<file path="src/rtl/activation_tap_pkg.sv">
// Shared types and helpers for the conv1d activation tap buffer.
package activation_tap_pkg;

    localparam int NUM_TAPS = 4;

    typedef enum logic [1:0] {CLEAR, IDLE, READ, HOLD} state_e;

    // Ring address of tap `tap` (NUM_TAPS-1 is newest) relative to the write pointer, wrapped to addr_w bits.
    function automatic int unsigned tap_addr(int unsigned wr_ptr, int unsigned tap,
                                             int unsigned dilation, int unsigned addr_w);
        int unsigned offs;
        offs = (NUM_TAPS - 1 - tap) * dilation;
        return (wr_ptr - offs) & ((32'd1 << addr_w) - 32'd1);
    endfunction

endpackage

</file>
<file path="src/rtl/activation_ring_ram.sv">
// Ring storage for packed activation vectors: one write port, one registered
// write-first read port so a same-edge write/read of one address returns new data.
module activation_ring_ram #(
    parameter int D      = 16,
    parameter int W      = 16,
    parameter int ADDR_W = 3
) (
    input  logic                clk,
    input  logic                we_i,
    input  logic [ADDR_W-1:0]   waddr_i,
    input  logic [D*W-1:0]      wdata_i,
    input  logic [ADDR_W-1:0]   raddr_i,
    output logic [D*W-1:0]      rdata_o
);

    logic [D*W-1:0] mem_q [2**ADDR_W];
    logic [D*W-1:0] rdata_q;

    always_ff @(posedge clk) begin
        if (we_i) begin
            mem_q[waddr_i] <= wdata_i;
        end
        if (we_i && (waddr_i == raddr_i)) begin
            rdata_q <= wdata_i;
        end else begin
            rdata_q <= mem_q[raddr_i];
        end
    end

    assign rdata_o = rdata_q;

endmodule

</file>
<file path="src/rtl/activation_tap_buffer.sv">
// History ring for a 4-tap dilated causal conv1d: stores one packed vector per
// handshake and presents the four time-delayed taps until the consumer acks.
import activation_tap_pkg::*;

module activation_tap_buffer #(
    parameter int W        = 16,
    parameter int D        = 16,
    parameter int DILATION = 1,
    parameter int ADDR_W   = 3
) (
    input  logic            clk,
    input  logic            rst,
    input  logic            inp_v,
    input  logic [D*W-1:0]  packed_inp,
    output logic            inp_ready,
    output logic [D*W-1:0]  packed_a0,
    output logic [D*W-1:0]  packed_a1,
    output logic [D*W-1:0]  packed_a2,
    output logic [D*W-1:0]  packed_a3,
    output logic            out_v,
    input  logic            out_ack
);

    localparam int DEPTH = 2**ADDR_W;

    if (DEPTH < 3*DILATION + 1) begin : g_depth_check
        $error("activation_tap_buffer: ring depth %0d too small for DILATION %0d", DEPTH, DILATION);
    end

    state_e             state_q;
    logic [ADDR_W-1:0]  clr_addr_q;
    logic [ADDR_W-1:0]  wr_ptr_q;
    logic [1:0]         tap_q;
    logic               inp_ready_q;
    logic               out_v_q;
    logic [D*W-1:0]     taps_q [NUM_TAPS];

    logic               accept;
    logic [1:0]         rd_tap_d;
    logic               we;
    logic [ADDR_W-1:0]  waddr;
    logic [ADDR_W-1:0]  raddr;
    logic [D*W-1:0]     wdata;
    logic [D*W-1:0]     rdata;

    assign accept = (state_q == IDLE) && inp_v && inp_ready_q;

    // The read port runs one tap ahead of the tap register being loaded: the newest
    // tap is read on the accept edge itself (write-first), then a2, a1, a0 follow.
    always_comb begin
        rd_tap_d = 2'(NUM_TAPS - 1);
        if ((state_q == READ) && (tap_q != 2'd0)) begin
            rd_tap_d = tap_q - 2'd1;
        end
    end

    assign raddr = ADDR_W'(tap_addr(32'(wr_ptr_q), 32'(rd_tap_d), DILATION, ADDR_W));
    assign we    = (state_q == CLEAR) || accept;
    assign waddr = (state_q == CLEAR) ? clr_addr_q : wr_ptr_q;
    assign wdata = (state_q == CLEAR) ? '0 : packed_inp;

    activation_ring_ram #(
        .D      (D),
        .W      (W),
        .ADDR_W (ADDR_W)
    ) u_ram (
        .clk     (clk),
        .we_i    (we),
        .waddr_i (waddr),
        .wdata_i (wdata),
        .raddr_i (raddr),
        .rdata_o (rdata)
    );

    always_ff @(posedge clk) begin
        if (!rst) begin
            state_q     <= CLEAR;
            clr_addr_q  <= '0;
            wr_ptr_q    <= '0;
            tap_q       <= 2'(NUM_TAPS - 1);
            inp_ready_q <= 1'b0;
            out_v_q     <= 1'b0;
            for (int i = 0; i < NUM_TAPS; i++) begin
                taps_q[i] <= '0;
            end
        end else begin
            case (state_q)
                CLEAR: begin
                    clr_addr_q <= clr_addr_q + 1'b1;
                    if (clr_addr_q == ADDR_W'(DEPTH - 1)) begin
                        state_q     <= IDLE;
                        inp_ready_q <= 1'b1;
                    end
                end
                IDLE: begin
                    if (accept) begin
                        tap_q       <= 2'(NUM_TAPS - 1);
                        inp_ready_q <= 1'b0;
                        state_q     <= READ;
                    end
                end
                READ: begin
                    taps_q[tap_q] <= rdata;
                    if (tap_q == 2'd0) begin
                        out_v_q <= 1'b1;
                        state_q <= HOLD;
                    end else begin
                        tap_q <= tap_q - 2'd1;
                    end
                end
                HOLD: begin
                    if (out_ack) begin
                        out_v_q     <= 1'b0;
                        wr_ptr_q    <= wr_ptr_q + 1'b1;
                        inp_ready_q <= 1'b1;
                        state_q     <= IDLE;
                    end
                end
                default: state_q <= CLEAR;
            endcase
        end
    end

    assign inp_ready = inp_ready_q;
    assign out_v     = out_v_q;
    assign packed_a0 = taps_q[0];
    assign packed_a1 = taps_q[1];
    assign packed_a2 = taps_q[2];
    assign packed_a3 = taps_q[3];

endmodule
</file>
<file path="config.mk">
export PLATFORM = sky130hd
export DESIGN_NAME = activation_tap_buffer
export DESIGN_NICKNAME = d
export VERILOG_FILES = /design/src/rtl/activation_tap_pkg.sv /design/src/rtl/activation_ring_ram.sv /design/src/rtl/activation_tap_buffer.sv
export SDC_FILE = /design/constraint.sdc
export NUM_CORES = 2
export LEC_CHECK = 0
export ABC_AREA = 1
export CAP_MARGIN = 0
export CELL_PAD_IN_SITES_DETAIL_PLACEMENT = 1
export CELL_PAD_IN_SITES_GLOBAL_PLACEMENT = 2
export CORE_AREA = 2 2 738 519
export CTS_CLUSTER_SIZE = 8
export DETAILED_ROUTE_END_ITERATION = 6
export DIE_AREA = 0 0 740 521
export PLACE_DENSITY = 0.76
export SLEW_MARGIN = 10
export SYNTH_ARGS = -nofsm -noshare
export SYNTH_HDL_FRONTEND = slang
export SYNTH_HIERARCHICAL = 1
export SYNTH_SLANG_ARGS = --single-unit
</file>
<file path="constraint.sdc">
create_clock -name clk -period 18.5 [get_ports clk]
set_input_delay 3.7 -clock clk [delete_from_list [all_inputs] [get_ports clk]]
set_output_delay 3.7 -clock clk [all_outputs]
set_load 0.02 [all_outputs]
</file>
==> metrics.txt <==
Crit path buffers/inverters=7; Port Buffers=1285; cell depth of the worst setup path=9; Vias=85181; Pins Over Slew Limit=0; Worst-path clk slew=0.05 ns; Worst R2R Path Depth=13; cell mode on critical path=buf_4; fmax=127 MHz; hold_ws=0.448 ns; commonest non-fill, non-tap cells in the layout=3356 x nand2_1, 3072 x edfxtp_1, 2585 x inv_1, 1285 x clkdlybuf4s50_1, 1036 x nor2_1; post-synth cell types=26; RSZ-0062 raised after global routing=no; CTS Buf Count=426; maxcap violations=0; Critical Path RT=19.12 ns; slowest cell on the critical path=buf_4; Tmin final=7.87 ns; simple-gate portion of the synthesized area=0.179; delay-heaviest family, CP=buffers and inverters; first-pass GRT wire length=592000 µm; peak supply drop=0.186 mV; # IOs=1286; Setup TNS=0 ns; status=completed; area fraction in compound gates after synthesis=0.000819; final worst-path cycle share=0.425; area delta synth->final=22.9%; DIE AREA=386000 µm²; core area=378000 µm²; critical path class=input pin to flop; final worst slack=10.63 ns; Critical Path AT=8.49 ns; mux share of post-synthesis cell area=0; Hold Fails Final Rpt=0; DR DRC count=0; number of synthesized register bits=3087; flip-flop and latch area=92600 µm²; DIE WIDTH=740 µm; Syn Inst Count=11970; hold_buf cts=0; CP Max Fanout=98; vias in the first global route=87958; largest net degree at the start of global routing=163; post-route ant nets=0; 1st-pass router iterations=7; setup violators final=0; GR Layer Usage met3=0.0379; num rows=189; leading cell type in the layout, fill and taps excluded=nand2_1; Initial Utilization=0.339; Clk Tree Root Cell=clkbuf_16; Most Crowded Layer GR=met2; P_leak=0.0673 µW; Final Skew=0.0940 ns; share of cells above drive strength 1=0.0468; WL/cell=21.8 µm; GR Layer Usage met2=0.336; met1 GRT Util=0.276; post-synthesis adder-cell area fraction=0.00113; clock latency on the worst-skew pair=0.98 ns; synth warn=6; routed vias/inst=4.63; Rel. slew slack=0.195; Synth Cell Area=128000 µm²; syn_nets=12241; critical-path cell list=clkdlybuf4s50_1, buf_4, nand2_8, buf_4, buf_4, buf_4, buf_4, buf_4, nor3_1; GRT Util Overall=0.202; CP Launch Type=input pin; multi-input logic area=23400 µm²; main combinational cell family by area after synthesis=simple AND/OR/NAND/NOR gates; CP max stage delay=0.74 ns; Worst-Margin Slew=1.20 ns; pwr/cell area=166 nW/µm²; XOR/XNOR Fraction of Synth Area=0.0000683; GPL Wtd Cong=0.833; syn avg cell area=10.7 µm²; die height=521 µm; Starting DRT DRC Count=5651; fillers=40994; DP Wirelength=244000 µm; antenna violations before repair=57; CTS tree=built; CP Capture Type=flop; Nets=13525; GR Overflow Total=0; sequential-to-total area share from yosys stat=0.722; Placement Setup Slack=9.75 ns; hold path cells=1; HP Class=flop to flop; H-tree levels=5; Resize count post-CTS=0; clock sinks=3087; routed wire length=400000 µm; clk buf depth=4; postcts setup bufs=0
worst register-to-register path: stages (launching register included):
cell     delay (ns)
dfxtp_4        0.52
buf_12         0.44
buf_4          0.83
buf_4          0.72
buf_4          0.68
buf_12         0.52
buf_4          0.78
nand2_1        0.20
nand3_1        0.14
nand2_1        0.07
nand2_1        0.08
nand2_1        0.17
inv_1          0.26
nor3_1         0.10
cells by family after synthesis:
logic type / Yosys count
compound gates: 20
xor+xnor: 1
fa+ha+maj: 11
buf+inv: 3158
flops: 3087
simple gates: 5693
cell usage after synthesis:
cell / count / area (µm²)
a211oi_1: 1 / 7.51
xor2_1: 1 / 8.76
buf_2: 361 / 1810
nor2_4: 1 / 11.3
clkbuf_4: 3 / 22.5
nor2_1: 1044 / 3920
buf_6: 5 / 56.3
nor3b_1: 1 / 7.51
nand3_1: 1027 / 5140
ha_1: 10 / 125
dfxtp_1: 15 / 300
nand2_1: 3358 / 12600
nor3_1: 258 / 1290
clkbuf_1: 160 / 601
inv_1: 2586 / 9710
inv_2: 3 / 11.3
buf_1: 15 / 56.3
buf_4: 24 / 180
nand4_1: 1 / 6.26
o21ai_0: 12 / 60.1
fa_1: 1 / 20.0
nand2_2: 3 / 18.8
o21bai_1: 1 / 7.51
a21oi_1: 6 / 30.0
inv_4: 1 / 6.26
edfxtp_1: 3072 / 92200
report_power, final:
part / internal, µW / switching (µW) / total [µW]
clock: 4100 / 2920 / 7030
sequential: 10000 / 353 / 10400
combinational: 1820 / 6890 / 8710
layout make-up:
type / instances / area share
well taps: 5061 / 0.0402
flip-flops and latches: 3087 / 0.587
inverters: 2590 / 0.0619
diodes: 15 / 0.000238
repair buffers: 1424 / 0.0895
clock inverters: 32 / 0.00431
multi-input cells: 5725 / 0.148
clock buffers: 444 / 0.0683
registers in the layout (all words and copies together), names as in the netlist, named ones only:
signal       flops
taps_q        1024
state_q          2
out_v            1
wr_ptr_q         3
u_ram/mem_q   2048
tap_q            2
inp_ready        1
clr_addr_q       3
final timing paths:
check / from / end / slack (ns)
worst max-delay path: rst / taps_q[1][149] / 10.63
worst min-delay path: wr_ptr_q[2] / flop / 0.45
worst max register to register: flop / taps_q[1][138] / 12.71
worst min register to register: wr_ptr_q[2] / flop / 0.45
per-stage QoR:
stage                      util  cell area, µm²  total power [µW]  instances
after CTS                 0.417          158000             26500      18363
after floorplan               -          128000             16000      11970
final                     0.417          158000             26100      18378
after global placement    0.387          146000             19300      17887
after detailed placement  0.387          146000             19400      17887
after global routing      0.417          158000             27600      18373
layer usage:
metal | vias up | routed length [µm] | part of all wire
met5 | - | 240 | 0.00060
met4 | 40 | 8730 | 0.022
met3 | 578 | 22200 | 0.055
met2 | 2052 | 189000 | 0.47
met1 | 42527 | 180000 | 0.45
li1 | 39984 | - | -
(Power assumes the default switching activity.)
